## config.mk

```make
export PLATFORM = sky130hd
export DESIGN_NAME = stream_matcher
export DESIGN_NICKNAME = d
export VERILOG_FILES = /design/src/rtl/stream_matcher.sv
export SDC_FILE = /design/constraint.sdc
export NUM_CORES = 1
export LEC_CHECK = 0
export CAP_MARGIN = 15
export CORE_ASPECT_RATIO = 1.5
export CORE_UTILIZATION = 30
export CTS_CLUSTER_DIAMETER = 80
export DETAILED_ROUTE_END_ITERATION = 10
export PLACE_DENSITY_LB_ADDON = 0.2
export SLEW_MARGIN = 15
export SYNTH_ARGS = -nofsm -noshare
export SYNTH_HDL_FRONTEND = slang
export SYNTH_SLANG_ARGS = --single-unit
```

## constraint.sdc

```tcl
create_clock -name clk -period 3.2 [get_ports clk]
set_input_delay 0.64 -clock clk [delete_from_list [all_inputs] [get_ports clk]]
set_output_delay 0.64 -clock clk [all_outputs]
set_load 0.03 [all_outputs]
```

## src/rtl/stream_matcher.sv

```systemverilog
// stream_matcher: sliding-window symbol pattern detector; holds a match until acked and flags stream end
module stream_matcher #(
    parameter int W  = 8,
    parameter int N  = 4,
    parameter int CW = 16
) (
    input  logic           clk,
    input  logic           reset,
    input  logic           start,
    input  logic [N*W-1:0] pattern,
    input  logic           in_valid,
    input  logic [W-1:0]   in_data,
    input  logic           in_last,
    output logic           in_ready,
    output logic           matched,
    input  logic           match_ack,
    output logic           stop,
    output logic [CW-1:0]  sym_count
);
    localparam int FW = $clog2(N + 1);

    typedef enum logic [1:0] {IDLE, RUN, HOLD, DONE} state_t;

    state_t         state, state_n;
    logic [N*W-1:0] win, win_n, pat_r;
    logic [FW-1:0]  fill, fill_n;
    logic           last_pend;
    logic           xfer, arm, hit;

    assign xfer   = state == RUN && in_valid;
    assign arm    = start && (state == IDLE || state == DONE);
    assign win_n  = {win[N*W-W-1:0], in_data};
    assign fill_n = fill == FW'(N) ? fill : fill + 1'b1;
    // fill guards against matching a pattern of zeros against the cleared window
    assign hit    = win_n == pat_r && fill_n == FW'(N);

    assign in_ready = state == RUN;
    assign matched  = state == HOLD;
    assign stop     = state == DONE;

    always_ff @(posedge clk) begin
        if (reset) state <= IDLE;
        else       state <= state_n;
    end

    always_comb begin
        state_n = state;
        case (state)
            IDLE: state_n = start ? RUN : IDLE;
            RUN:  state_n = !in_valid ? RUN : hit ? HOLD : in_last ? DONE : RUN;
            HOLD: state_n = !match_ack ? HOLD : last_pend ? DONE : RUN;
            DONE: state_n = start ? RUN : DONE;
        endcase
    end

    always_ff @(posedge clk) begin
        if (reset || arm) begin
            pat_r     <= reset ? '0 : pattern;
            win       <= '0;
            fill      <= '0;
            sym_count <= '0;
            last_pend <= 1'b0;
        end else if (xfer) begin
            win       <= win_n;
            fill      <= fill_n;
            sym_count <= &sym_count ? sym_count : sym_count + 1'b1;
            if (hit) last_pend <= in_last;
        end
    end
endmodule

```

Yosys cells after proc, flatten, opt, wreduce, memory -nomap -nowiden
Cells that the tools add are included.
W data, S select, Z words.
- register bits: 78
- input port bits: 46
- word-level logic and storage cells: 33
- output and inout bits: 19
- multiplexer cells: 9
- bitwise logic cells: 1
- $add $sub $neg: 2
- equal/unequal tests: 6
- reductions and logical operators: 9
- operator list (kind ; number):
    $eq A32 B32 Y1 ; 1
    $add A16 B1 Y16 const B ; 1
    $reduce_and A16 Y1 ; 1
    $mux W2 ; 6
    $pmux W2 S4 ; 1
    $eq A3 B3 Y1 const B ; 2
    $eq A2 B2 Y1 const B ; 2
    $reduce_and A2 Y1 ; 2
    $add A3 B1 Y3 const B ; 1
    $logic_and A1 B1 Y1 ; 3
    $mux W3 ; 1
    $eq A2 B1 Y1 const B ; 1
    $logic_not A2 Y1 ; 1
    $logic_or A1 B1 Y1 ; 2
    $mux W1 ; 1
    $not A1 Y1 ; 1

Longest topological paths before layout
Gate-level depths: netlist of run 1.
- word-level depth: 7
- mapped depth: 8
- gate-level depth less buffers: 7

Worst setup path before layout of run 1
Ideal clock, no wire load.
- path type: register -> register
- start: register state[0]
- end: register pat_r[0], enable pin
- stages on the path, launching flop included: 7
- setup time: 0.409 ns
- buffers on the path: 1
- arrival time: 2.060 ns
- slack: 0.731 ns
- cells stage by stage: dfxtp_1 -> inv_1 -> ha_1 -> inv_1 -> a21oi_4 -> inv_1 -> clkbuf_1
- cells in the longest elaborated chain, start to end: 4
- elaborated cells between the ends (all ways): 5
- classes of those cells: 1 x eq/ne; 4 x reduce/logical
- RTL lines (item ; line ; source):
    start, declared ; 24 ; state_t state, state_n;
    start signal, assigned ; 43 ; else state <= state_n;
    $eq A2 B2 Y1 or $logic_not A2 Y1 (tied branches) ; 31 ; assign arm = start && (state == IDLE || state == DONE);
    $logic_or A1 B1 Y1 (*) ; 31 ;
    $logic_and A1 B1 Y1 (*) ; 31 ;
    $logic_or A1 B1 Y1 (*) ; 57 ; if (reset || arm) begin
    end signal, assigned ; 58 ; pat_r <= reset ? '0 : pattern;
    end, declared ; 25 ; logic [N*W-1:0] win, win_n, pat_r;
Mark *: on every way between the ends. The rest lies on a longest branch, timed or not.
A chain may end at the register's enable or synchronous reset.

Worst setup path after layout of run 1
- start: register state[1]
- end: output port in_ready
- cells in the longest elaborated chain, start to end: 1
- RTL lines (item ; line ; source):
    $eq A2 B1 Y1 ; 37 ; assign in_ready = state == RUN;
    end, declared ; 14 ; output logic in_ready,
Every way passes these cells.

==> flow_summary.toml, run 1 <==
[finish]
n_antenna_cell = 0
instances_no_fill = 577
seq_area_mm2 = 0.00188
fill_cells = 1169
nets = 475
area.growth.synth_to_final_pct = 31.1
drive_above_1_share_pct = 6.32
multi_input_comb_area_mm2 = 0.00158

[critical_path]
regToRegSetupSlack_ps = 1240
end_kind = "output port"
crit_arrival_ps = 1810
cp_max_fo = 6
crit_slowest_cell = "clkdlybuf4s50_1"
crit_type = "register to output port"
crit_chain = "inv_1 -> ha_1 -> clkdlybuf4s50_1"
cpLargestDelayFamily = "buffers and inverters"
cp-start-kind = "register"
cp.required_ps = 2560
max_stage_delay_ps = 750
crit-reg2reg-launch = "fill[0]$_SDFFE_PP0P_"
timing.rr.end = "state[0]$_SDFF_PP0_"
worst-path-buf-inv = 2
ff2ff_path_depth = 7

[sta]
max_freq_mhz = 409
skew_ps = 5.41
fin_crit_ps = 2450
period_share_pct = 76.4
timing.final.ws_setup_ps = 754
grt_setup_unrepaired = "false"
slew_violations = 0
hold_violations = 0
slew_headroom_pct = 71.2
setup_viol = 0
final.setup.tns_ps = 0
worst_pin_slew_ps = 428

[routing]
drt_pass1_iterations = 4
vias = 2705
drtAntennaViolNets = 0
viasPerCell = 4.69
post-route-drc-count = 0
totalWireLength_um = 7960
drt-wirelength-per-cell_um = 13.8
dr.first_iter.drc_count = 148

[power_and_ir_drop]
cellLeakagePower_nw = 1.71
power_density_mw_per_mm2 = 493
vdd_drop_max_uv = 281

[min_path]
hp-start = "last_pend$_SDFFE_PP0P_"
hp-class = "register to register"
min_to = "last_pend$_SDFFE_PP0P_"
whs_path_depth = 2

[synth]
synth_edf_count = 32
async_flop_share_pct = 0
synth.distinct_cells = 46
syn_inst = 356
yosys_most_used_dff = "dfxtp_1"
netlist_area_mm2 = 0.00356
synth.top_cells.by_area = "edfxtp_1, dfxtp_1, xor2_1"
synthTopCellsByCount = "nand2_1, dfxtp_1, xor2_1"
synth.most_common_cell = "nand2_1"
synth_top_area_cell = "edfxtp_1"
netlist.area_leader.share_pct = 27.0
yosys_warnings = 0
ys_seq_area_share_pct = 52.9
avgSynthCellArea_um2 = 10.0
ys_seq_elements = 78
syn_nets = 409

[die]
pin_count = 65
coreArea_mm2 = 0.0115
die-area_mm2 = 0.0123
die_w_um = 90.9
dieHeight_um = 135
initial_core_util_pct = 30.9
num_rows = 48

[global_route]
grt_use_total_pct = 13.8
grt_pass1_wl_um = 13000
grt.met1_usage_pct = 16.2
use_met2_pct = 23.7
grt_busiest_layer = "met2"
grt-ovfl-total = 0
antenna_found_initial = 0
grt_util_met3_pct = 2.58
grt_pass1_vias = 2657
grt_max_degree = 74

[placed_design]
dp_cells = 561
pre_cts_ws_ps = 785
portBuffers = 64
place_hpwl_um = 5510
place.gp.congestion = 0.737

[cts]
postCtsHoldBufs = 0
clkSinkCount = 78
cts_root_buffer = "clkbuf_16"
tritoncts = "yes"
h-tree-depth = 3
cts_resized = 0
post-cts-setup-buffer-count = 0
cts_buffer_depth = 2
clk_pin_slew_worst_paths_ps = 60
clk_latency_ps = 330
numCtsBuffers = 9

[outcome]
status = "complete, no violations"

[flow_run]
maxCapViolCount = 0
[routing by layer]
layer | share of wire (%) | vias to the layer above
met1 | 44 | 1281
met4 | 2.3 | 0
met2 | 51 | 53
met5 | 0 | -
li1 | - | 1359
met3 | 3.0 | 12
[worst register-to-register path: cells and delay by family, from the launching register on]
kind | cells | cell delay (ps)
compound gates | 3 | 580
simple gates | 2 | 540
buf+inv | 1 | 70
fa+ha+maj | 1 | 230
flops | 1 | 410
[through the flow]
step	hold slack (ps)	cell area (um^2)	utilization (%)	power, mW
after floorplan	435	3560	-	1.23
after global placement	455	4380	38.0	1.33
after detailed placement	458	4380	38.0	1.34
after CTS	465	4660	40.5	2.33
after global routing	479	4660	40.5	2.39
final	460	4660	40.5	2.30
[area by class of cell]
type	count	area share, %
multi-input combinational	253	33.9
clock inverter	4	1.05
clock buffer	12	5.07
timing repair buffer	68	14.6
inverter	12	0.966
sequential	78	40.3
tap	150	4.02
[sequential cells by signal (all words and copies together), names as in the netlist]
register	count
sym_count	16
win	24
state	2
last_pend	1
pat_r	32
fill	3
[report_power, final]
part / internal (mW) / switching, mW
Sequential: 1.08 / 0.0223
Combinational: 0.102 / 0.104
Clock: 0.603 / 0.386
[placed cells by master, fill, tap and decap left out, drive strengths merged, types with 4 or more instances in the layout]
cell type and count:
ha 7, buf 4, nor2 18, edfxtp 32, clkdlybuf4s50 64, nor4 8, clkbuf 12, nor3 4
nand2 58, a21oi 31, xor2 39, nand4 6, inv 12, o21ai 5, nor2b 32, dfxtp 46
nand3 9
[cell families (layout without fill, tap and decap cells)]
family / count (synthesis) / count (layout) / share of synthesized area [%]
AND/OR/NAND/NOR: 150 / 150 / 21.9
flip-flops: 78 / 78 / 52.9
AO/OA/AOI/OAI: 53 / 53 / 9.46
multiplexers: 2 / 2 / 0.563
adder cells (fa/ha/maj): 7 / 7 / 2.46
buffers and inverters: 25 / 96 / 2.67
XOR/XNOR: 41 / 41 / 10.1
[worst max path at each step]
stage / startpoint / depth (start not counted) / end
floorplan: state[0]$_SDFF_PP0_ / 6 / pat_r[0]$_SDFFCE_PP0P_
global placement: in_data[1] / 6 / state[0]$_SDFF_PP0_
detailed placement: in_data[1] / 6 / state[0]$_SDFF_PP0_
CTS: state[1]$_SDFF_PP0_ / 3 / in_ready
global route: state[1]$_SDFF_PP0_ / 3 / in_ready
finish: state[1]$_SDFF_PP0_ / 3 / in_ready
Power figures use the tool's default switching activity.
==> run 2, diff against run 1 <==
==> constraint.sdc (replaced) <==
create_clock -name clk -period 2.4 [get_ports clk]
set_input_delay 0.48 -clock clk [delete_from_list [all_inputs] [get_ports clk]]
set_output_delay 0.48 -clock clk [all_outputs]
set_load 0.03 [all_outputs]
==> flow_summary.toml, run 2 (synthesized netlist as in run 1, its figures left out) <==
[cts]
post-cts-setup-buffer-count = 0
cts_root_buffer = "clkbuf_16"
cts_resized = 0
postCtsHoldBufs = 0
h-tree-depth = 3
clkSinkCount = 78
clk_pin_slew_worst_paths_ps = 60
clk_latency_ps = 330
tritoncts = "yes"
numCtsBuffers = 9
cts_buffer_depth = 2

[finish]
largest_reg_flops = 32
largest-register = "pat_r"
final_common_cell = "clkdlybuf4s50_1"
reg_top3 = "pat_r: 32 flops, win: 24 flops, sym_count: 16 flops"
final_cell_mix = "clkdlybuf4s50_1, nand2_1, dfxtp_1"
nets = 476
n_antenna_cell = 0
fill_cells = 1152
area.growth.synth_to_final_pct = 31.2
instances_no_fill = 578
drive_above_1_share_pct = 6.54

[sta]
max_freq_mhz = 442
final.setup.tns_ps = 0
setup_viol = 0
grt_setup_unrepaired = "false"
skew_ps = 6.22
period_share_pct = 94.4
slew_violations = 0
worst_pin_slew_ps = 429
slew_headroom_pct = 71.1
hold_violations = 0
fin_crit_ps = 2260

[global_route]
grt_pass1_vias = 2700
antenna_found_initial = 0
grt-ovfl-total = 0
grt_pass1_wl_um = 13000
grt_use_total_pct = 13.6
grt_max_degree = 66

[routing]
totalWireLength_um = 7950
drtAntennaViolNets = 0
dr.first_iter.drc_count = 166
drt_pass1_iterations = 4
post-route-drc-count = 0
viasPerCell = 4.61
vias = 2663
drt-wirelength-per-cell_um = 13.7

[critical_path]
crit_arrival_ps = 1780
cp_max_fo = 6
crit_type = "register to output port"
end_kind = "output port"
cp-start-kind = "register"
cp.required_ps = 1920

[die]
dieHeight_um = 135
die-area_mm2 = 0.0123
initial_core_util_pct = 30.9
coreArea_mm2 = 0.0115
pin_count = 65
num_rows = 48
die_w_um = 90.9

[power_and_ir_drop]
power_density_mw_per_mm2 = 644
vdd_drop_max_uv = 348
cellLeakagePower_nw = 1.72

[placed_design]
place.gp.congestion = 0.767
portBuffers = 64
place_hpwl_um = 5770
dp_cells = 562

[min_path]
hp-class = "register to register"

[flow_run]
maxCapViolCount = 0

[outcome]
status = "complete, no violations"
-- run 2: cell count changes in the layout (fill, tap and decap cells not counted), sizes merged --
| cell | change |
|---|---|
| clkbuf | +1 |
| buf | +1 |
| bufinv | -1 |
-- run 2: final cells by class --
class                   count  area, um^2  area share [%]
inverters                  12        45.0           0.965
clock inverters             3        18.8           0.402
repair buffers             69         691            14.8
clock buffers              13         262            5.60
well taps                 150         188            4.02
flip-flops and latches     78        1880            40.3
multi-input cells         253        1580            33.9
-- run 2: per-stage QoR --
stage	hold WS (ps)	instance area [um^2]	total power [mW]	util, %	setup WS (ps)
final	467	4670	3.01	40.5	135
after global routing	488	4670	3.14	40.5	74.2
after CTS	466	4670	3.05	40.5	108
after detailed placement	459	4390	1.78	38.0	123
after global placement	455	4390	1.78	38.0	188
after floorplan	435	3560	1.64	-	487
-- run 2: critical path: stages, from the launching register on --
cell	delay, ps
dfxtp_1	340
inv_1	90
ha_1	290
clkdlybuf4s50_1	740
-- run 2: worst paths after layout --
kind	slack, ps	endpoint	cells past startpoint	from
setup / recovery	140	in_ready	3	state[1]$_SDFF_PP0_
hold / removal	470	win[19]$_SDFFE_PP0P_	2	win[19]$_SDFFE_PP0P_
setup reg to reg	410	state[0]$_SDFF_PP0_	7	fill[0]$_SDFFE_PP0P_
hold reg to reg	470	win[19]$_SDFFE_PP0P_	2	win[19]$_SDFFE_PP0P_
-- run 2: power breakdown --
group	internal [mW]	total [mW]	switching [mW]
Sequential	1.44	1.48	0.0305
Combinational	0.137	0.275	0.138
Clock	0.762	1.26	0.494
Total	2.34	3.01	0.663
-- run 2: metal layers --
metal / track usage [%] / share of wire (%) / vias to the layer above / wire [um]
li1: - / - / 1360 / -
met1: 15.7 / 43 / 1251 / 3390
met2: 23.9 / 53 / 48 / 4190
met3: 2.69 / 3.3 / 4 / 265
met4: 6.88 / 1.3 / 0 / 104
met5: 0 / 0 / - / 0
==> run 3, diff against run 2 <==
==> constraint.sdc (replaced) <==
create_clock -name clk -period 2.65 [get_ports clk]
set_input_delay 0.53 -clock clk [delete_from_list [all_inputs] [get_ports clk]]
set_output_delay 0.53 -clock clk [all_outputs]
set_load 0.03 [all_outputs]
==> flow_summary.toml, run 3 (synthesized netlist as in run 1, its figures left out) <==
[sta]
slew_violations = 0
hold_violations = 0
final.setup.tns_ps = 0
worst_pin_slew_ps = 419
grt_setup_unrepaired = "false"
skew_ps = 4.16
fin_crit_ps = 2330
setup_viol = 0
max_freq_mhz = 429
timing.final.ws_setup_ps = 317
slew_headroom_pct = 71.8
period_share_pct = 88.0

[finish]
drive_above_1_share_pct = 6.56
multi_input_comb_area_mm2 = 0.00158
fill_cells = 1152
seq_area_mm2 = 0.00188
area.growth.synth_to_final_pct = 32.4
largest_reg_flops = 32
n_antenna_cell = 0
final_common_cell = "clkdlybuf4s50_1"
reg_top3 = "pat_r: 32 flops, win: 24 flops, sym_count: 16 flops"
nets = 475
largest-register = "pat_r"
final_cell_mix = "clkdlybuf4s50_1, nand2_1, dfxtp_1"
utilization_pct = 40.9

[critical_path]
end_kind = "output port"
cp-start-kind = "register"
cpLargestDelayFamily = "buffers and inverters"
crit_arrival_ps = 1800
cp_max_fo = 6
cp.required_ps = 2120
worst-path-buf-inv = 2
crit_chain = "inv_1 -> ha_1 -> clkdlybuf4s50_1"
max_stage_delay_ps = 750
crit_type = "register to output port"
crit_slowest_cell = "clkdlybuf4s50_1"

[global_route]
grt_pass1_wl_um = 12800
grt-ovfl-total = 0
grt_use_total_pct = 13.8
grt_pass1_vias = 2630
grt_max_degree = 64
antenna_found_initial = 0

[placed_design]
pre_cts_ws_ps = 309
place.gp.congestion = 0.745
place_hpwl_um = 5610
portBuffers = 64

[cts]
clkSinkCount = 78
cts_buffer_depth = 2
clk_latency_ps = 330
clk_pin_slew_worst_paths_ps = 60
post-cts-setup-buffer-count = 0
h-tree-depth = 3
numCtsBuffers = 9
postCtsHoldBufs = 0
cts_root_buffer = "clkbuf_16"
tritoncts = "yes"
cts_resized = 0

[power_and_ir_drop]
p_total_mw = 2.91
sw_frac_of_total_pct = 21.0
power_density_mw_per_mm2 = 618
sequentialPowerShare_pct = 45.9
cellLeakagePower_nw = 1.73
p_int_mw = 2.30
p_switching_uw = 610
power_frac_clock_pct = 45.6
power_frac_comb_pct = 8.5
vdd_drop_max_uv = 326

[die]
dieHeight_um = 135
pin_count = 65
die_w_um = 90.9
coreArea_mm2 = 0.0115
initial_core_util_pct = 30.9
num_rows = 48
die-area_mm2 = 0.0123

[routing]
totalWireLength_um = 7920
drt_pass1_iterations = 4
drt-wirelength-per-cell_um = 13.7
viasPerCell = 4.65
post-route-drc-count = 0
vias = 2685
dr.first_iter.drc_count = 161
drtAntennaViolNets = 0

[outcome]
status = "complete, no violations"

[min_path]
hp-class = "register to register"

[flow_run]
maxCapViolCount = 0
==> run 3: cell count changes in the layout (fill, tap and decap cells not counted), sizes merged <==
cell	previous run	this run
clkbuf	13	14
clkinv	3	1
buf	5	4
bufinv	0	1
==> run 3: metal layers <==
metal | vias up | GRT usage, % | share of wire (%)
met3 | 12 | 3.93 | 4.1
met5 | - | 0 | 0
met4 | 0 | 6.53 | 2.0
li1 | 1363 | - | -
met1 | 1253 | 15.8 | 43
met2 | 57 | 23.5 | 50
==> run 3: worst register-to-register path: cells and delay by family (launching register included) <==
family / cells / cell delay, ps
compound gates: 1 / 190
fa+ha+maj: 1 / 230
buf+inv: 1 / 60
flops: 1 / 410
mux: 1 / 200
simple gates: 3 / 840
==> run 3: worst paths after layout <==
| check | slack (ps) | to | start | cells after the start |
|---|---|---|---|---|
| setup reg to reg | 650 | last_pend$_SDFFE_PP0P_ | fill[0]$_SDFFE_PP0P_ | 7 |
| setup / recovery | 320 | in_ready | state[1]$_SDFF_PP0_ | 3 |
| hold / removal | 460 | win[21]$_SDFFE_PP0P_ | win[21]$_SDFFE_PP0P_ | 2 |
| hold reg to reg | 460 | win[21]$_SDFFE_PP0P_ | win[21]$_SDFFE_PP0P_ | 2 |
==> run 3: stage by stage <==
step                instances  instance area, um^2  hold WS (ps)
floorplan                 356                 3560           435
global placement          561                 4380           455
detailed placement        561                 4380           461
CTS                       577                 4710           468
global route              577                 4710           484
finish                    577                 4710           464
==> run 3: final cells by class <==
type | instances | share of cell area (%)
Clock inverter | 2 | 0.744
Sequential cell | 78 | 39.9
Inverter | 12 | 0.956
Multi-Input combinational cell | 253 | 33.6
Tap cell | 150 | 3.98
Timing Repair Buffer | 68 | 14.5
Clock buffer | 14 | 6.29
==> run 3: power groups by stage <==
stage	registers (mW)	logic [mW]	clock network, mW
floorplan	1.35	0.130	0
global placement	1.36	0.249	0
detailed placement	1.36	0.252	0
CTS	1.34	0.254	1.36
global route	1.34	0.273	1.41
finish	1.33	0.248	1.33
